--- src/rtl/fir_fifo_writer.sv ---
`default_nettype none
// ============================================================================
//  Module      : fir_fifo_writer
//  Description : Producer-side controller for the FIR core's input FIFO.
//                Buffers upstream samples in a small circular skid buffer,
//                drives the core's write/input_data pins while honouring
//                full, and on request appends FLUSH_LEN zero samples so the
//                last real samples are pushed through every tap.
//  Ports       : clk2         - write-side clock (rising edge)
//                reset        - asynchronous active-low reset
//                in_data/in_valid/in_ready - upstream valid/ready sample port
//                flush_req    - single-cycle request for a zero-fill flush
//                full         - FIFO full flag from the core
//                write/input_data - FIFO write strobe and data to the core
//                busy         - controller not idle (flushing or holding data)
//                flush_done   - one-cycle pulse after the last flush zero
//                sample_count - number of real samples written (wraps)
//  Revision    : 1.0 - initial release
// ============================================================================
module fir_fifo_writer #(
    parameter int DEPTH     = 4,
    parameter int FLUSH_LEN = 64
) (
    input  logic        clk2,
    input  logic        reset,
    input  logic [15:0] in_data,
    input  logic        in_valid,
    output logic        in_ready,
    input  logic        flush_req,
    input  logic        full,
    output logic        write,
    output logic [15:0] input_data,
    output logic        busy,
    output logic        flush_done,
    output logic [31:0] sample_count
);

    localparam int PTR_W = $clog2(DEPTH);
    localparam int CNT_W = $clog2(DEPTH + 1);

    typedef enum logic [1:0] {
        ST_RUN   = 2'd0,
        ST_DRAIN = 2'd1,
        ST_FLUSH = 2'd2
    } state_t;

    state_t             state_q, state_d;
    logic [PTR_W-1:0]   rd_ptr_q, rd_ptr_d;
    logic [PTR_W-1:0]   wr_ptr_q, wr_ptr_d;
    logic [CNT_W-1:0]   count_q, count_d;
    logic [7:0]         zcnt_q, zcnt_d;
    logic [31:0]        sample_count_q, sample_count_d;
    logic               flush_done_q, flush_done_d;

    logic [15:0]        buf_q [DEPTH];

    logic               push;
    logic               real_wr;
    logic               zero_wr;

    // Upstream handshake. Gating with reset keeps in_ready low while the
    // block is held in reset and lets it rise as soon as reset is released.
    assign in_ready = reset & (state_q == ST_RUN) & (count_q < CNT_W'(DEPTH));
    assign push     = in_valid & in_ready;

    // Real samples are written from the head entry in RUN and DRAIN; zeros
    // in FLUSH. Both are gated on full combinationally so no write is ever
    // issued while the core's FIFO is full.
    assign real_wr  = (state_q != ST_FLUSH) & (count_q != '0) & ~full;
    assign zero_wr  = (state_q == ST_FLUSH) & ~full;
    assign write    = real_wr | zero_wr;

    // An empty buffer presents zero rather than a stale or uninitialised entry.
    assign input_data = ((state_q == ST_FLUSH) || (count_q == '0)) ? 16'h0000
                                                                   : buf_q[rd_ptr_q];

    assign busy         = (state_q != ST_RUN) | (count_q != '0);
    assign flush_done   = flush_done_q;
    assign sample_count = sample_count_q;

    // Buffer storage: data only, no reset needed since occupancy guards it.
    always_ff @(posedge clk2) begin
        if (push) begin
            buf_q[wr_ptr_q] <= in_data;
        end
    end

    always_comb begin
        state_d        = state_q;
        zcnt_d         = zcnt_q;
        flush_done_d   = 1'b0;
        // DEPTH is a power of two, so the pointers wrap naturally.
        rd_ptr_d       = rd_ptr_q + PTR_W'(real_wr);
        wr_ptr_d       = wr_ptr_q + PTR_W'(push);
        count_d        = count_q + CNT_W'(push) - CNT_W'(real_wr);
        sample_count_d = sample_count_q + 32'(real_wr);

        unique case (state_q)
            ST_RUN: begin
                if (flush_req) begin
                    // A push in the request cycle still lands in the buffer,
                    // so it must be drained before the zero fill starts.
                    if ((count_q == '0) && !push) begin
                        state_d = ST_FLUSH;
                    end else begin
                        state_d = ST_DRAIN;
                    end
                end
            end
            ST_DRAIN: begin
                if (count_d == '0) begin
                    state_d = ST_FLUSH;
                end
            end
            ST_FLUSH: begin
                if (zero_wr) begin
                    if (zcnt_q == 8'(FLUSH_LEN - 1)) begin
                        zcnt_d       = 8'd0;
                        state_d      = ST_RUN;
                        flush_done_d = 1'b1;
                    end else begin
                        zcnt_d = zcnt_q + 8'd1;
                    end
                end
            end
            default: begin
                state_d = ST_RUN;
            end
        endcase
    end

    always_ff @(posedge clk2 or negedge reset) begin
        if (!reset) begin
            state_q        <= ST_RUN;
            rd_ptr_q       <= '0;
            wr_ptr_q       <= '0;
            count_q        <= '0;
            zcnt_q         <= 8'd0;
            sample_count_q <= 32'd0;
            flush_done_q   <= 1'b0;
        end else begin
            state_q        <= state_d;
            rd_ptr_q       <= rd_ptr_d;
            wr_ptr_q       <= wr_ptr_d;
            count_q        <= count_d;
            zcnt_q         <= zcnt_d;
            sample_count_q <= sample_count_d;
            flush_done_q   <= flush_done_d;
        end
    end

endmodule
`default_nettype wire
--- config.mk ---
export PLATFORM = sky130hd
export DESIGN_NAME = fir_fifo_writer
export DESIGN_NICKNAME = d
export VERILOG_FILES = /design/src/rtl/fir_fifo_writer.sv
export SDC_FILE = /design/constraint.sdc
export NUM_CORES = 1
export LEC_CHECK = 0
export CAP_MARGIN = 20
export CORE_MARGIN = 3
export CORE_UTILIZATION = 35
export DETAILED_ROUTE_END_ITERATION = 8
export PLACE_DENSITY = 0.64
export SLEW_MARGIN = 20
export SYNTH_ARGS = -nofsm -noshare
export SYNTH_HDL_FRONTEND = slang
export SYNTH_SLANG_ARGS = --single-unit
--- constraint.sdc ---
create_clock -name clk2 -period 2.8 [get_ports clk2]
set_input_delay 0.42 -clock clk2 [delete_from_list [all_inputs] [get_ports clk2]]
set_output_delay 0.42 -clock clk2 [all_outputs]
set_load 0.005 [all_outputs]
==> flow_metrics.env <==
export IMPL_max_freq_ghz=0.378
export IMPL_dpl_hpwl_um=6380
export IMPL_rsz0062_at_grt="no"
export IMPL_ioPinCount=73
export IMPL_drive_gt1_share_pct=18.2
export IMPL_cts_buffer_depth=2
export IMPL_yosysSeqAreaShare_pct=67.3
export IMPL_wl_per_cell_um=17.1
export IMPL_p_leak_nw=2.46
export IMPL_postCtsHoldBufs=0
export IMPL_grt_start_max_net_pins=51
export IMPL_end_kind="output pin"
export IMPL_synth_cells=300
export IMPL_dieArea_um2=14900
export IMPL_required_ns=2.38
export IMPL_finalSetupViolCount=0
export IMPL_syn_avg_cell_area_um2=15.7
export IMPL_yosys_cell_types_count=36
export IMPL_gp_congestion=0.762
export IMPL_finClkSkew_ns=0.00732
export IMPL_die_y_um=122
export IMPL_dr_first_iter_drc_count=169
export IMPL_power_per_cell_area_nw_per_um2=897
export IMPL_min_path_type="in2async"
export IMPL_hold_viol=0
export IMPL_fin_crit_sh_pct=94.4
export IMPL_arrival_ns=2.22
export IMPL_ant_nets=0
export IMPL_grt_pass1_wl_um=15800
export IMPL_core_um2=12900
export IMPL_post_route_min_period_ns=2.64
export IMPL_drcViolationCount=0
export IMPL_cts_root_buf="clkbuf_16"
export IMPL_final_nets=426
export IMPL_startpoint_type="flip-flop"
export IMPL_clk_latency_ns=0.40
export IMPL_synth_nets=327
export IMPL_drv_slew=0
export IMPL_fillers=1051
export IMPL_drv_cap=0
export IMPL_htreeDepth=4
export IMPL_tightestPinTransition_ns=0.652
export IMPL_path_clk_slew_ns=0.05
export IMPL_vias=2872
export IMPL_die_w_um=122
export IMPL_areaGrowthSynthToFinish_pct=34.7
export IMPL_antenna_found_initial=0
export IMPL_netlist_area_um2=4720
export IMPL_power_total_w=0.00570
export IMPL_critPathKind="reg2out"
export IMPL_cts_made_buffers=17
export IMPL_cts_tree="yes"
export IMPL_max_slew_margin_pct=56.5
export IMPL_first_pass_iters=4
export IMPL_ir_worst_vdd_mv=0.449
export IMPL_initial_core_util_pct=36.6
export IMPL_status="finished, final reports clean"
export IMPL_synth_seq_cells=114
export IMPL_port_buffers=72
export IMPL_cts_sinks=114
export IMPL_first_global_vias=2970
export IMPL_grt_overflow=0
export IMPL_yosysWarnings=0
export IMPL_path_max_fanout=16
export IMPL_grt_use_total_pct=13.9
export IMPL_drt_total_wl_um=10000
export IMPL_vias_per_cell=4.92
export IMPL_antenna_diode_count=0
export IMPL_row_count=41
export IMPL_final_core_util_pct=49.4
[metal layers]
layer	track usage (%)	part of all wire, %
met5	0	0
met4	4.69	1.0
met3	3.76	3.7
met2	23.4	53
met1	17.6	42
[what timing repair did]
item                       4_1_cts  5_1_grt
setup endpoints to repair        2        2
gates resized for setup          1        1
setup buffers                    0        1
pin swaps                        0        1
hold endpoints to repair         0        0
[state kept, by name, summed over array words and instances, names as in the netlist]
signal	cells
wr_ptr_q	2
state_q	2
count_q	3
flush_done	1
sample_count	32
rd_ptr_q	2
zcnt_q	8
buf_q	64
[placed cells by master (no fill, tap or decap), types with 2 or more instances in the layout]
cell type / count
clkinv_2: 3
ha_1: 5
mux2_2: 2
clkinvlp_4: 3
xnor2_1: 30
buf_4: 16
edfxtp_1: 64
clkbuf_16: 17
o21ai_0: 4
and4_1: 4
buf_12: 2
mux4_2: 16
clkinv_4: 2
a21oi_1: 2
clkdlybuf4s50_1: 71
nor3_1: 2
nand3_1: 18
clkbuf_1: 2
bufinv_16: 2
dfrtp_1: 50
xor2_1: 8
inv_6: 2
and3_1: 27
and2_1: 4
inv_1: 5
nand2_1: 14
nor2_1: 5
nand4_1: 12
nor3b_2: 3
[stage by stage]
step / setup slack (ns) / hold slack, ns / cell area, um^2 / TNS (ns) / std cells
6_report: 0.156 / 0.197 / 6350 / 0 / 584
5_1_grt: 0.0268 / 0.259 / 6350 / 0 / 584
4_1_cts: 0.0641 / 0.236 / 6340 / 0 / 583
3_5_place_dp: -0.147 / 0.467 / 5760 / -0.250 / 551
3_3_place_gp: -0.148 / 0.453 / 5760 / -0.261 / 551
2_1_floorplan: 0.0580 / 0.124 / 4720 / 0 / 300
[final timing paths]
path                                   from          endpoint  slack [ns]  depth (start not counted)
max reg2reg                      count_q[2]        state_q[0]        0.18                          9
max in group asynchronous             reset       rd_ptr_q[0]        2.15                          2
min reg2reg                sample_count[13]  sample_count[13]        0.49                          1
min in group clk2          sample_count[13]  sample_count[13]        0.49                          1
max                              count_q[1]    input_data[13]        0.16                          3
min                                   reset  sample_count[16]        0.20                          2
[cell families (layout without fill, tap and decap cells)]
family                     after synthesis  after routing  synth area share (%)
AOI/OAI and AO/OA                        9              9                  1.19
xor gates and xnor gates                39             39                  7.53
adders and majority gates                6              6                  1.75
buffers and inverters                   15            127                  1.41
DFF                                    114            114                  67.3
muxes                                   18             18                  8.12
and+or+nand+nor                         99             99                  12.7
[area by class of cell]
| cell class | count | area [um^2] | share of cell area (%) |
|---|---|---|---|
| timing repair buffer | 90 | 876 | 13.8 |
| inverter | 5 | 18.8 | 0.295 |
| clock inverter | 13 | 136 | 2.15 |
| tap | 172 | 215 | 3.39 |
| clock buffer | 19 | 433 | 6.81 |
| sequential | 114 | 3170 | 49.9 |
| multi-input combinational | 171 | 1500 | 23.6 |
[synth_stat cells]
cell      count  share of area (%)
and3_1       27                3.6
nor4b_1       1               0.19
edfxtp_1     64                 41
nor4_2        1               0.27
o221a_2       1               0.24
mux4_2       16                7.6
o21ai_0       4               0.42
a21oi_1       2               0.21
buf_2         2               0.21
nor4_1        1               0.13
nor3b_1       2               0.32
nand4_1      12                1.6
nand3_1      18                1.9
nand4_2       1               0.27
o32ai_1       1               0.19
xnor3_1       1               0.48
nor3_1        3               0.32
and4_1        4               0.74
nand2_1      14                1.1
nand2b_1      1               0.13
buf_4         2               0.32
a31oi_1       1               0.13
dfrtp_1      50                 27
clkbuf_1      6               0.48
nor2b_1       1               0.13
xnor2_1      30                5.6
fa_1          1               0.42
xor2_1        8                1.5
nor2_1        5               0.40
or3_1         1               0.13
mux2_2        2               0.48
and2_1        4               0.53
nor3b_2       2               0.53
nor4_4        1               0.45
ha_1          5                1.3
inv_1         5               0.40
[where the power goes]
group	leakage, nW	switching [W]	total, W	internal [W]
logic	0.947	0.000570	0.00150	0.000927
clock network	0.271	0.000748	0.00206	0.00131
registers	1.24	0.000204	0.00215	0.00194
total	2.46	0.00152	0.00570	0.00418
[critical path, stage by stage, from the launching register on]
cell and delay, ns:
dfrtp_1 0.41, or3_1 0.68, and3_1 0.29, clkdlybuf4s50_1 0.45
Power figures use the tool's default switching activity.
